## config.mk

```make
export PLATFORM = sky130hd
export DESIGN_NAME = alu_arb_flat
export DESIGN_NICKNAME = d
export VERILOG_FILES = /design/src/rtl/alu_arb_if.sv /design/src/rtl/alu_arb.sv /design/src/flat_wrapper.sv
export SDC_FILE = /design/constraint.sdc
export NUM_CORES = 1
export LEC_CHECK = 0
export BUFFER_PORTS_ARGS = -buffer_cell sky130_fd_sc_hd__buf_2
export CORE_ASPECT_RATIO = 1.25
export CORE_MARGIN = 2
export CORE_UTILIZATION = 24
export DETAILED_ROUTE_END_ITERATION = 8
export SETUP_SLACK_MARGIN = 0.4
export SLEW_MARGIN = 20
export SYNTH_ARGS = -nofsm -noshare
export SYNTH_HDL_FRONTEND = slang
export SYNTH_SLANG_ARGS = --single-unit
```

## constraint.sdc

```tcl
create_clock -name clk -period 4.9 [get_ports clk]
set_input_delay 0.49 -clock clk [delete_from_list [all_inputs] [get_ports clk]]
set_output_delay 0.49 -clock clk [all_outputs]
set_load 0.03 [all_outputs]
```

## src/rtl/alu_arb_if.sv

```systemverilog
// Bundle of the two requester channels, the two response channels and the
// shared ALU connection used by alu_arb.
interface alu_arb_if;
  // Request side
  logic        req0_valid;
  logic        req1_valid;
  logic        req0_ready;
  logic        req1_ready;
  logic [31:0] req0_a;
  logic [31:0] req0_b;
  logic [31:0] req1_a;
  logic [31:0] req1_b;
  logic [3:0]  req0_op;
  logic [3:0]  req1_op;

  // Response side
  logic        resp0_valid;
  logic        resp1_valid;
  logic        resp0_ready;
  logic        resp1_ready;
  logic [31:0] resp_data;

  // Shared combinational ALU
  logic [31:0] alu_in0;
  logic [31:0] alu_in1;
  logic [3:0]  alu_op;
  logic [31:0] alu_out;

  // Arbiter side
  modport slave (
    input  req0_valid, req1_valid, req0_a, req0_b, req1_a, req1_b,
           req0_op, req1_op, resp0_ready, resp1_ready, alu_out,
    output req0_ready, req1_ready, resp0_valid, resp1_valid, resp_data,
           alu_in0, alu_in1, alu_op
  );

  // Requesters plus ALU (environment side)
  modport master (
    output req0_valid, req1_valid, req0_a, req0_b, req1_a, req1_b,
           req0_op, req1_op, resp0_ready, resp1_ready, alu_out,
    input  req0_ready, req1_ready, resp0_valid, resp1_valid, resp_data,
           alu_in0, alu_in1, alu_op
  );
endinterface

```

## src/rtl/alu_arb.sv

```systemverilog
// Round-robin arbiter sharing one combinational ALU between two requesters.
// One operation in flight: IDLE accepts, EXEC captures the ALU result,
// RESP holds the result until the owning requester takes it.
module alu_arb (
  input  logic      clk,
  input  logic      rst,
  alu_arb_if.slave  bus
);

  typedef enum logic [1:0] {
    IDLE = 2'd0,
    EXEC = 2'd1,
    RESP = 2'd2
  } state_t;

  state_t      state_q, state_d;
  logic        ptr_q, ptr_d;      // last requester granted (1 => req0 wins next tie)
  logic        owner_q, owner_d;  // requester owning the operation in flight
  logic [31:0] a_q, a_d;
  logic [31:0] b_q, b_d;
  logic [3:0]  op_q, op_d;
  logic [31:0] res_q, res_d;

  logic        grant0;
  logic        grant1;
  logic        resp_hs;

  // Round-robin winner among the currently valid requesters
  always_comb begin
    grant0 = bus.req0_valid & (~bus.req1_valid | ptr_q);
    grant1 = bus.req1_valid & (~bus.req0_valid | ~ptr_q);
  end

  // Response handshake only counts for the owner's ready
  always_comb begin
    resp_hs = 1'b0;
    if (state_q == RESP) begin
      resp_hs = owner_q ? bus.resp1_ready : bus.resp0_ready;
    end
  end

  // Next-state, register capture and handshake outputs
  always_comb begin
    state_d         = state_q;
    ptr_d           = ptr_q;
    owner_d         = owner_q;
    a_d             = a_q;
    b_d             = b_q;
    op_d            = op_q;
    res_d           = res_q;
    bus.req0_ready  = 1'b0;
    bus.req1_ready  = 1'b0;
    bus.resp0_valid = 1'b0;
    bus.resp1_valid = 1'b0;

    case (state_q)
      IDLE: begin
        bus.req0_ready = grant0;
        bus.req1_ready = grant1;
        if (grant0 || grant1) begin
          owner_d = grant1;
          ptr_d   = grant1;
          a_d     = grant1 ? bus.req1_a  : bus.req0_a;
          b_d     = grant1 ? bus.req1_b  : bus.req0_b;
          op_d    = grant1 ? bus.req1_op : bus.req0_op;
          state_d = EXEC;
        end
      end
      EXEC: begin
        res_d   = bus.alu_out;
        state_d = RESP;
      end
      RESP: begin
        bus.resp0_valid = ~owner_q;
        bus.resp1_valid = owner_q;
        if (resp_hs) begin
          state_d = IDLE;
        end
      end
      default: begin
        state_d = IDLE;
      end
    endcase
  end

  // State and datapath registers
  always_ff @(posedge clk or posedge rst) begin
    if (rst) begin
      state_q <= IDLE;
      ptr_q   <= 1'b1;
      owner_q <= 1'b0;
      a_q     <= '0;
      b_q     <= '0;
      op_q    <= '0;
      res_q   <= '0;
    end else begin
      state_q <= state_d;
      ptr_q   <= ptr_d;
      owner_q <= owner_d;
      a_q     <= a_d;
      b_q     <= b_d;
      op_q    <= op_d;
      res_q   <= res_d;
    end
  end

  // ALU is fed from the operand registers at all times
  always_comb begin
    bus.alu_in0   = a_q;
    bus.alu_in1   = b_q;
    bus.alu_op    = op_q;
    bus.resp_data = res_q;
  end

endmodule

```

## src/flat_wrapper.sv

```systemverilog
// flat-port wrapper written by rule: the top's interface ports become plain ports
module alu_arb_flat 
  (clk, rst, bus_req0_valid, bus_req1_valid, bus_req0_a, bus_req0_b, bus_req1_a, bus_req1_b, bus_req0_op, bus_req1_op, bus_resp0_ready, bus_resp1_ready, bus_alu_out, bus_req0_ready, bus_req1_ready, bus_resp0_valid, bus_resp1_valid, bus_resp_data, bus_alu_in0, bus_alu_in1, bus_alu_op);
  alu_arb_if bus_i ();
  input  logic clk;
  input  logic rst;
  input wire logic [$bits(bus_i.req0_valid)-1:0] bus_req0_valid;
  input wire logic [$bits(bus_i.req1_valid)-1:0] bus_req1_valid;
  input wire logic [$bits(bus_i.req0_a)-1:0] bus_req0_a;
  input wire logic [$bits(bus_i.req0_b)-1:0] bus_req0_b;
  input wire logic [$bits(bus_i.req1_a)-1:0] bus_req1_a;
  input wire logic [$bits(bus_i.req1_b)-1:0] bus_req1_b;
  input wire logic [$bits(bus_i.req0_op)-1:0] bus_req0_op;
  input wire logic [$bits(bus_i.req1_op)-1:0] bus_req1_op;
  input wire logic [$bits(bus_i.resp0_ready)-1:0] bus_resp0_ready;
  input wire logic [$bits(bus_i.resp1_ready)-1:0] bus_resp1_ready;
  input wire logic [$bits(bus_i.alu_out)-1:0] bus_alu_out;
  output wire logic [$bits(bus_i.req0_ready)-1:0] bus_req0_ready;
  output wire logic [$bits(bus_i.req1_ready)-1:0] bus_req1_ready;
  output wire logic [$bits(bus_i.resp0_valid)-1:0] bus_resp0_valid;
  output wire logic [$bits(bus_i.resp1_valid)-1:0] bus_resp1_valid;
  output wire logic [$bits(bus_i.resp_data)-1:0] bus_resp_data;
  output wire logic [$bits(bus_i.alu_in0)-1:0] bus_alu_in0;
  output wire logic [$bits(bus_i.alu_in1)-1:0] bus_alu_in1;
  output wire logic [$bits(bus_i.alu_op)-1:0] bus_alu_op;
  assign bus_i.req0_valid = bus_req0_valid;
  assign bus_i.req1_valid = bus_req1_valid;
  assign bus_i.req0_a = bus_req0_a;
  assign bus_i.req0_b = bus_req0_b;
  assign bus_i.req1_a = bus_req1_a;
  assign bus_i.req1_b = bus_req1_b;
  assign bus_i.req0_op = bus_req0_op;
  assign bus_i.req1_op = bus_req1_op;
  assign bus_i.resp0_ready = bus_resp0_ready;
  assign bus_i.resp1_ready = bus_resp1_ready;
  assign bus_i.alu_out = bus_alu_out;
  assign bus_req0_ready = bus_i.req0_ready;
  assign bus_req1_ready = bus_i.req1_ready;
  assign bus_resp0_valid = bus_i.resp0_valid;
  assign bus_resp1_valid = bus_i.resp1_valid;
  assign bus_resp_data = bus_i.resp_data;
  assign bus_alu_in0 = bus_i.alu_in0;
  assign bus_alu_in1 = bus_i.alu_in1;
  assign bus_alu_op = bus_i.alu_op;
  alu_arb u_core (.clk(clk), .rst(rst), .bus(bus_i));
endmodule
```

==> results_dict.tcl, run 1 <==
set metrics [dict create \
    synth_commonest_cells "151 x mux2_2, 103 x dfrtp_1, 18 x mux2_4, 15 x buf_2" \
    synth_cells 309 \
    tightestPinTransition_ns 0.788 \
    synth-xor-area-share 0 \
    skew_ns 0.00649 \
    dp_slack_ns 2.35 \
    io_pins 278 \
    drive_above_1_share 0.802 \
    antenna_found_initial 0 \
    synthAdderAreaFrac 0 \
    grt_pass1_wl_um 17900 \
    crit_cells 3 \
    synth.most_common_cell "mux2_2" \
    ant_nets 0 \
    critPathMaxStageDelay_ns 0.61 \
    synth_compound_area_frac 0.00863 \
    finalHoldViolations 0 \
    relSlewSlack 0.475 \
    wl_um 11700 \
    synth_top_area_cell "dfrtp_1" \
    io_buffers 277 \
    dp.cells 835 \
    final_cells 851 \
    finalSetupViolCount 0 \
    switching_share 0.424 \
    post_cts_resized 0 \
    reg2reg_setup_slack_ns 2.50 \
    final_area_um2 6770 \
    die_w_um 130 \
    hp-class "in -> async" \
    worstSkewPairLatency_ns 0.35 \
    yosys.area_share.simple 0.00889 \
    clkTransAtPathRegs_ns 0.08 \
    ir_drop_v 0.000459 \
    p_total_mw 4.81 \
    rsz0062_at_grt "false" \
    fmax_mhz 415 \
    status "complete, no violations" \
    cts.sinks 104 \
    die_y_um 162 \
    cp_top_family "compound AO/OA/AOI/OAI gates" \
    synth_area_per_cell_um2 15.5 \
    synth.cell_area_um2 4790 \
    cts_buffer_depth 2 \
    reg2reg_to "u_core.bus.alu_in1[4]" \
    synthTopCellsByArea "dfrtp_1 54%, mux2_2 36%, mux2_4 5.6%" \
    drc 0 \
    p_switching_mw 2.04 \
    cts_buffers 9 \
    fp.coreArea_um2 19500 \
    critPathRequiredTime_ns 4.41 \
    ys.flop_type "dfrtp_1" \
    fin_tns_setup_ns 0 \
    crit_buf_inv 1 \
    crit_type "reg -> out" \
    grt_pass1_vias 3659 \
    post_cts_buffers 0 \
    layout_setup_ws_ns 2.49 \
    grt_max_degree 63 \
    grt_usage 0.109 \
    placed_cell_area_um2 6430 \
    cts_tree "built" \
    worstPathArrival_ns 1.92 \
    cp_cell_sequence "a21bo_4 -> nor3_1 -> buf_2" \
    rows 57 \
    whs_ns 0.289 \
    clkPwrFrac 0.168 \
    ys_ff_latch 104 \
    crit_slowest_cell "a21bo_4" \
    synth-seq-area-share 0.544 \
    leakage_nw 3.29 \
    ys_types 20 \
    gp_congestion 0.680 \
    start_kind "flip-flop" \
    drt_first_pass_iters 4 \
    synth_edf_count 0 \
    finalMaxSlewViolations 0 \
    synth_top_family_by_area "multiplexers" \
    async_flop_share 1.00 \
    wl_per_cell_um 13.8 \
    critPathCaptureType "primary output" \
    cts_root_buffer "clkbuf_16" \
    nets 755 \
    synth_fp_nets 483 \
    fillers 1969 \
    p_seq_frac 0.314 \
    synth_warnings 0 \
    period_share 0.491 \
    ff2ff_path_depth 4 \
    maxCapViolCount 0 \
    fin_util 0.347 \
    rr_startpoint "u_core.ptr_q" \
    htreeDepth 3 \
    fp.dieArea_um2 21100 \
    initial_core_util 0.246 \
    synthToLayoutAreaGrowth_pct 41.4 \
    p_comb_frac 0.518 \
    routed_via_density 4.09 \
    period_needed_ns 2.41 \
    place_hpwl_um 8830 \
    drtIter0Drc 80 \
    antenna-diode-count 0 \
    holdBufCountCts 0 \
    grt.overflow.total 0 \
    p_int_mw 2.77 \
    vias 3482 \
    synth.area.mux_share 0.412 \
    synth_top_area_frac 0.539 \
    path_max_fanout 47 \
    p_per_area_nw_per_um2 711 \
]
## worst max-delay path by stage
stage	end	slack, ns	from
final	bus_req1_ready	2.49	u_core.ptr_q
after global routing	bus_req1_ready	2.36	u_core.ptr_q
after CTS	bus_req1_ready	2.42	u_core.ptr_q
after detailed placement	u_core.bus.alu_in1[4]	2.35	bus_req1_valid
after global placement	u_core.bus.alu_in1[12]	2.37	bus_req1_valid
after floorplan	u_core.bus.alu_in0[0]	1.68	rst
## routing by layer
metal / vias to the layer above / global-route usage / share of wire
li1: 1645 / - / -
met1: 1660 / 0.110 / 0.38
met2: 163 / 0.202 / 0.51
met3: 14 / 0.0389 / 0.092
met4: 0 / 0.0396 / 0.016
met5: - / 0 / 0
## state kept, by name (all words and copies together) (netlist names)
register	count
u_core.state_q	2
u_core.owner_q	1
u_core.bus.alu_op	4
u_core.bus.alu_in1	32
u_core.bus.alu_in0	32
u_core.bus.resp_data	32
u_core.ptr_q	1
## area by class of cell
type | instances | area (um2) | area share
well taps | 265 | 332 | 0.0490
multi-input cells | 183 | 2070 | 0.306
clock buffers | 10 | 239 | 0.0353
flip-flops and latches | 104 | 2600 | 0.385
clock inverters | 6 | 96.3 | 0.0142
inverters | 2 | 10.0 | 0.00148
repair buffers | 281 | 1420 | 0.209
## logic make-up (layout without fill, tap and decap cells)
family,after synthesis,after routing
buffers and inverters,22,299
AND/OR/NAND/NOR,8,8
AO/OA/AOI/OAI,6,6
flip-flops,104,104
multiplexers,169,169
## power groups by stage
stage               logic, mW  registers [mW]  clock network (mW)
floorplan               0.970            2.39                   0
global placement         2.51            1.52                   0
detailed placement       2.53            1.53                   0
CTS                      2.53            1.52               0.852
global route             2.65            1.58               0.878
finish                   2.49            1.51               0.809
## cell usage in the layout (no fill, tap or decap)
master / instances
a21bo_4: 1
a21oi_1: 1
a31oi_1: 1
and3_1: 1
buf_2: 277
buf_4: 4
bufinv_16: 2
clkbuf_16: 9
clkbuf_8: 1
clkinvlp_4: 1
dfrtp_1: 103
dfstp_2: 1
inv_1: 1
inv_4: 1
inv_6: 2
inv_8: 1
mux2_2: 151
mux2_4: 18
nand2b_1: 2
nor2_1: 3
nor3_1: 1
o21a_4: 1
o21ai_0: 1
o21bai_1: 1
or2b_1: 1
Power figures use the tool's default switching activity.
==> run 2: changes to the inputs <==
- ABC_AREA: default -> 1
- clock period: 4.9 -> 2.35 ns (I/O delays scaled with it)
==> run 2 against run 1 <==
Highest routed layer unchanged; clock power rose by 76%; combinational power is 110% higher; first-iteration DRC count increased by 130%; synthesized area increased by 11%; cell area is 7.2% higher; clock skew grew 0.0017 ns; critical path depth rose by 2; critical path type unchanged.
==> results_dict.tcl, run 2 <==
set metrics [dict create \
    clkTransAtPathRegs_ns 0.07 \
    relSlewSlack 0.462 \
    layout_common_cells "277 x buf_2, 274 x nand2_1, 170 x nand3_1" \
    rows 60 \
    rr_startpoint "u_core.state_q[1]" \
    synth_top_area_cell "dfrtp_1" \
    synth_warnings 0 \
    p_per_area_nw_per_um2 1370 \
    grt_usage 0.139 \
    synth.most_common_cell "nand2_1" \
    initial_core_util 0.246 \
    place_hpwl_um 12100 \
    synth-seq-area-share 0.490 \
    gp_congestion 0.756 \
    nets 1180 \
    crit_slowest_cell "dfrtp_1" \
    cts.sinks 104 \
    synthToLayoutAreaGrowth_pct 36.6 \
    fmax_mhz 546 \
    fin_tns_setup_ns 0 \
    ys.flop_type "dfrtp_1" \
    fillers 2402 \
    ant_nets 0 \
    drc 0 \
    crit_type "reg -> out" \
    io_buffers 277 \
    synthTopCellsByArea "dfrtp_1 49%, nand2_1 19%, nand3_1 16%" \
    final_common_cell "buf_2" \
    post_cts_buffers 0 \
    cp_cell_sequence "buf_4 -> nor2_2 -> nand3_1 -> inv_1 -> buf_2" \
    antenna_found_initial 0 \
    grt_pass1_wl_um 25500 \
    routed_via_density 4.26 \
    multi_input_area_um2 1940 \
    hp-class "in -> reg" \
    synth_top_area_frac 0.486 \
    maxCapViolCount 0 \
    final_cells 1289 \
    grt_pass1_vias 5066 \
    ys_ff_latch 104 \
    reg2reg_setup_slack_ns 0.65 \
    start_kind "flip-flop" \
    grt.overflow.total 0 \
    cts_buffer_depth 2 \
    dp.cells 1273 \
    async_flop_share 1.00 \
    die_y_um 170 \
    status "complete, no violations" \
    die_w_um 137 \
    cp_top_family "buffers and inverters" \
    critPathMaxStageDelay_ns 0.39 \
    drt_first_pass_iters 4 \
    finalSetupViolCount 0 \
    finalMaxSlewViolations 0 \
    drive_above_1_share 0.312 \
    vias 5486 \
    drtIter0Drc 186 \
    critPathRequiredTime_ns 2.12 \
    fp.dieArea_um2 23300 \
    synth_edf_count 0 \
    antenna-diode-count 0 \
    critPathCaptureType "primary output" \
    synth_fp_nets 923 \
    synth_cells 749 \
    hp-start "bus_alu_out[25]" \
    use_met3 0.0292 \
    grt.busiest_layer "met2" \
    wl_per_cell_um 12.9 \
    synth_area_per_cell_um2 7.09 \
    skew_ns 0.00818 \
    tightestPinTransition_ns 0.807 \
    fp.coreArea_um2 21600 \
    cts_root_buffer "clkbuf_16" \
    path_max_fanout 35 \
    ys_types 17 \
    worstSkewPairLatency_ns 0.35 \
    worstPathArrival_ns 1.60 \
    seq_area_um2 2600 \
    reg2reg_to "u_core.bus.alu_in0[9]" \
    crit_buf_inv 3 \
    cts_tree "built" \
    cts_buffers 9 \
    ir_drop_v 0.000612 \
    rsz0062_at_grt "false" \
    grt_use_met1 0.174 \
    crit_cells 5 \
    grt_max_degree 72 \
    htreeDepth 3 \
    holdPathEnd "u_core.bus.resp_data[25]" \
    synth.cell_area_um2 5310 \
    leakage_nw 4.54 \
    wl_um 16600 \
    ff2ff_path_depth 6 \
    period_needed_ns 1.83 \
    synth_commonest_cells "275 x nand2_1, 170 x nand3_1, 141 x inv_1, 103 x dfrtp_1, 20 x buf_2" \
    p_total_mw 9.95 \
    finalHoldViolations 0 \
    whs_path_depth 3 \
    use_met2 0.234 \
    period_share 0.779 \
    io_pins 278 \
]
==> run 2: cell count changes in the layout (fill, tap and decap cells not counted), sizes merged, moves of 3 or more <==
cell   delta
mux2    -169
inv     +139
buf      +10
nand2   +276
nand3   +170
nor2      +3
==> run 2: worst register-to-register path: cells and delay by family, from the launching register on <==
| family | cells | cell delay, ns |
|---|---|---|
| buffers and inverters | 2 | 0.68 |
| flip-flops | 1 | 0.40 |
| AND/OR/NAND/NOR | 4 | 0.57 |
==> run 2: logic make-up (layout without fill, tap and decap cells) <==
family,after synthesis,in the layout,share of synthesized area
simple gates,452,452,0.362
compound gates,3,3,0.00283
buf+inv,190,451,0.145
flops,104,104,0.490
==> run 2: layout make-up <==
cell class | count | area share
Inverter | 144 | 0.0751
Clock buffer | 11 | 0.0335
Timing Repair Buffer | 292 | 0.212
Tap cell | 279 | 0.0481
Multi-Input combinational cell | 455 | 0.268
Sequential cell | 104 | 0.359
Clock inverter | 4 | 0.00414
==> run 2: per-layer routing <==
layer / vias up / wire length (um)
li1: 2758 / -
met1: 2506 / 7180
met2: 205 / 7940
met3: 17 / 1220
met4: 0 / 265
met5: - / 0
==> run 2: per-stage QoR <==
step | utilization | hold slack, ns | area [um2] | setup slack [ns]
finish | 0.335 | 0.115 | 7250 | 0.518
global route | 0.335 | 0.112 | 7250 | 0.401
CTS | 0.335 | 0.0940 | 7250 | 0.462
detailed placement | 0.322 | 0.346 | 6970 | 0.646
global placement | 0.322 | 0.351 | 6970 | 0.651
floorplan | - | 0.380 | 5310 | 0.870
==> run 2: how the worst max path moves through the flow <==
stage,startpoint,endpoint
after floorplan,rst,u_core.bus.alu_in0[0]
after global placement,bus_req1_valid,u_core.bus.alu_in0[9]
final,u_core.state_q[0],bus_req1_ready
after global routing,u_core.state_q[0],bus_req1_ready
after CTS,u_core.state_q[0],bus_req1_ready
after detailed placement,bus_req1_valid,u_core.bus.alu_in0[9]
==> run 2: timing repair <==
action,CTS,global route
hold endpoints to repair,42,0
gates resized for setup,0,1
hold buffers,1,0
endpoints found under the setup margin,0,1
==> run 2: report_power, final <==
group | switching, mW | internal [mW] | total [mW]
logic | 3.85 | 1.48 | 5.33
clock network | 0.671 | 0.747 | 1.42
registers | 0.493 | 2.71 | 3.20
==> run 3: changes to the inputs <==
- clock period: 2.35 -> 1.6 ns (I/O delays scaled with it)
==> run 3 against run 2 <==
Clock-buffer cell count is 2 lower; largest cell class unchanged; via count increased by 7.9%; flip-flop and latch count did not move; worst hold slack worse by 0.097 ns; non-clock buffer count is 46 higher; wire length increased by 31%.
==> results_dict.tcl, run 3 (synthesized netlist as in run 2, its figures left out) <==
set metrics [dict create \
    layout_common_cells "273 x buf_2, 271 x nand2_1, 152 x nand3_1" \
    drt_first_pass_iters 4 \
    status "complete, no violations" \
    crit_buf_inv 3 \
    io_pins 278 \
    fmax_mhz 689 \
    crit_type "reg -> out" \
    whs_path_depth 3 \
    drive_above_1_share 0.372 \
    fillers 2283 \
    period_share 0.907 \
    critPathMaxStageDelay_ns 0.41 \
    gp_congestion 0.779 \
    cts.sinks 104 \
    hp-start "bus_alu_out[30]" \
    worstSkewPairLatency_ns 0.36 \
    fin_tns_setup_ns 0 \
    critPathRequiredTime_ns 1.44 \
    seq_area_um2 2610 \
    whs_ns 0.0173 \
    leakage_nw 5.09 \
    fin_util 0.391 \
    finalSetupViolCount 0 \
    start_kind "flip-flop" \
    crit_path_frequent_cell "inv_2" \
    final_cells 1336 \
    grt_usage 0.156 \
    reg2reg_to "u_core.bus.alu_in0[22]" \
    routed_via_density 4.43 \
    fp.dieArea_um2 23300 \
    cts_root_buffer "clkbuf_16" \
    ant_nets 0 \
    crit_slowest_cell "dfrtp_1" \
    clkTransAtPathRegs_ns 0.09 \
    cts_buffer_depth 2 \
    finalMaxSlewViolations 0 \
    die_w_um 137 \
    cp_top_family "flip-flops" \
    vias 5920 \
    tightestPinTransition_ns 0.420 \
    ff2ff_path_depth 6 \
    rows 60 \
    finalHoldViolations 0 \
    cts_buffers 9 \
    fp.coreArea_um2 21600 \
    maxCapViolCount 0 \
    worstPathArrival_ns 1.29 \
    wl_per_cell_um 16.3 \
    critPathCaptureType "primary output" \
    ir_drop_v 0.000937 \
    layout_setup_ws_ns 0.149 \
    period_needed_ns 1.45 \
    rsz0062_at_grt "true" \
    dp.cells 1276 \
    path_max_fanout 4 \
    cp_cell_sequence "inv_2 -> nor2_4 -> inv_2 -> nor2_2 -> buf_6" \
    grt.overflow.total 0 \
    hp-class "in -> reg" \
    place_hpwl_um 12000 \
    rr_startpoint "u_core.ptr_q" \
    multi_input_area_um2 2090 \
    synthToLayoutAreaGrowth_pct 59.1 \
    antenna-diode-count 0 \
    nets 1226 \
    grt_max_degree 62 \
    grt_pass1_vias 5222 \
    htreeDepth 3 \
    reg2reg_setup_slack_ns 0.17 \
    final_common_cell "buf_2" \
    p_per_area_nw_per_um2 2170 \
    die_y_um 170 \
    antenna_found_initial 0 \
    drtIter0Drc 294 \
    io_buffers 277 \
    initial_core_util 0.246 \
    grt_pass1_wl_um 28100 \
    holdPathEnd "u_core.bus.resp_data[30]" \
    drc 0 \
    cts_tree "built" \
    dp_slack_ns 0.211 \
    relSlewSlack 0.720 \
    wl_um 21800 \
    skew_ns 0.0156 \
]
==> run 3: changes by cell type in the layout (fill, tap and decap cells not counted), sizes merged <==
cell,change
bufbuf,+2
buf,+32
clkbuf,+10
clkinv,+1
clkinvlp,-1
inv,+3
==> run 3: layout make-up <==
cell class,instances,share of cell area
Inverter,144,0.0653
Multi-Input combinational cell,455,0.247
Sequential cell,104,0.308
Clock buffer,9,0.0267
Clock inverter,7,0.0105
Timing Repair Buffer,338,0.301
Tap cell,279,0.0413
==> run 3: worst max-delay path by stage <==
stage                 startpoint               endpoint  slack, ns  cells after the start
2_1_floorplan                rst  u_core.bus.alu_in0[0]       0.20                      1
3_3_place_gp   u_core.state_q[0]  u_core.bus.alu_in0[7]       0.23                      6
3_5_place_dp        u_core.ptr_q  u_core.bus.alu_in1[5]       0.21                      6
4_1_cts        u_core.state_q[0]         bus_req0_ready       0.15                      4
5_1_grt        u_core.state_q[0]         bus_req0_ready       0.06                      4
6_report       u_core.state_q[1]        bus_resp1_valid       0.15                      5
==> run 3: through the flow <==
| step | instance area, um2 | total power, mW |
|---|---|---|
| 6_report | 8450 | 18.3 |
| 5_1_grt | 8450 | 19.5 |
| 4_1_cts | 7940 | 17.1 |
| 3_5_place_dp | 7050 | 12.9 |
| 3_3_place_gp | 7050 | 12.8 |
| 2_1_floorplan | 5340 | 10.2 |
==> run 3: worst min-delay path, delay by kind of cell <==
kind	cells	cell delay [ns]
buffers and inverters	1	0.08
and+or+nand+nor	2	0.12
==> run 3: per-layer routing <==
| layer | global-route usage | part of all wire | wire [um] |
|---|---|---|---|
| met5 | 0 | 0 | 0 |
| met4 | 0.0569 | 0.020 | 430 |
| met3 | 0.0301 | 0.056 | 1230 |
| met2 | 0.266 | 0.49 | 10700 |
| met1 | 0.193 | 0.43 | 9460 |
==> run 3: what timing repair did <==
item,CTS,global route
hold buffers,1,0
pin swaps,5,22
cloned,11,16
hold endpoints to repair,103,0
endpoints found under the setup margin,108,108
setup buffers,12,4
gates resized for setup,41,34
==> run 3: power by group <==
part | total [mW] | internal (mW) | switching (mW)
combinational | 11.3 | 4.40 | 6.89
sequential | 4.69 | 3.98 | 0.712
clock | 2.33 | 1.13 | 1.19
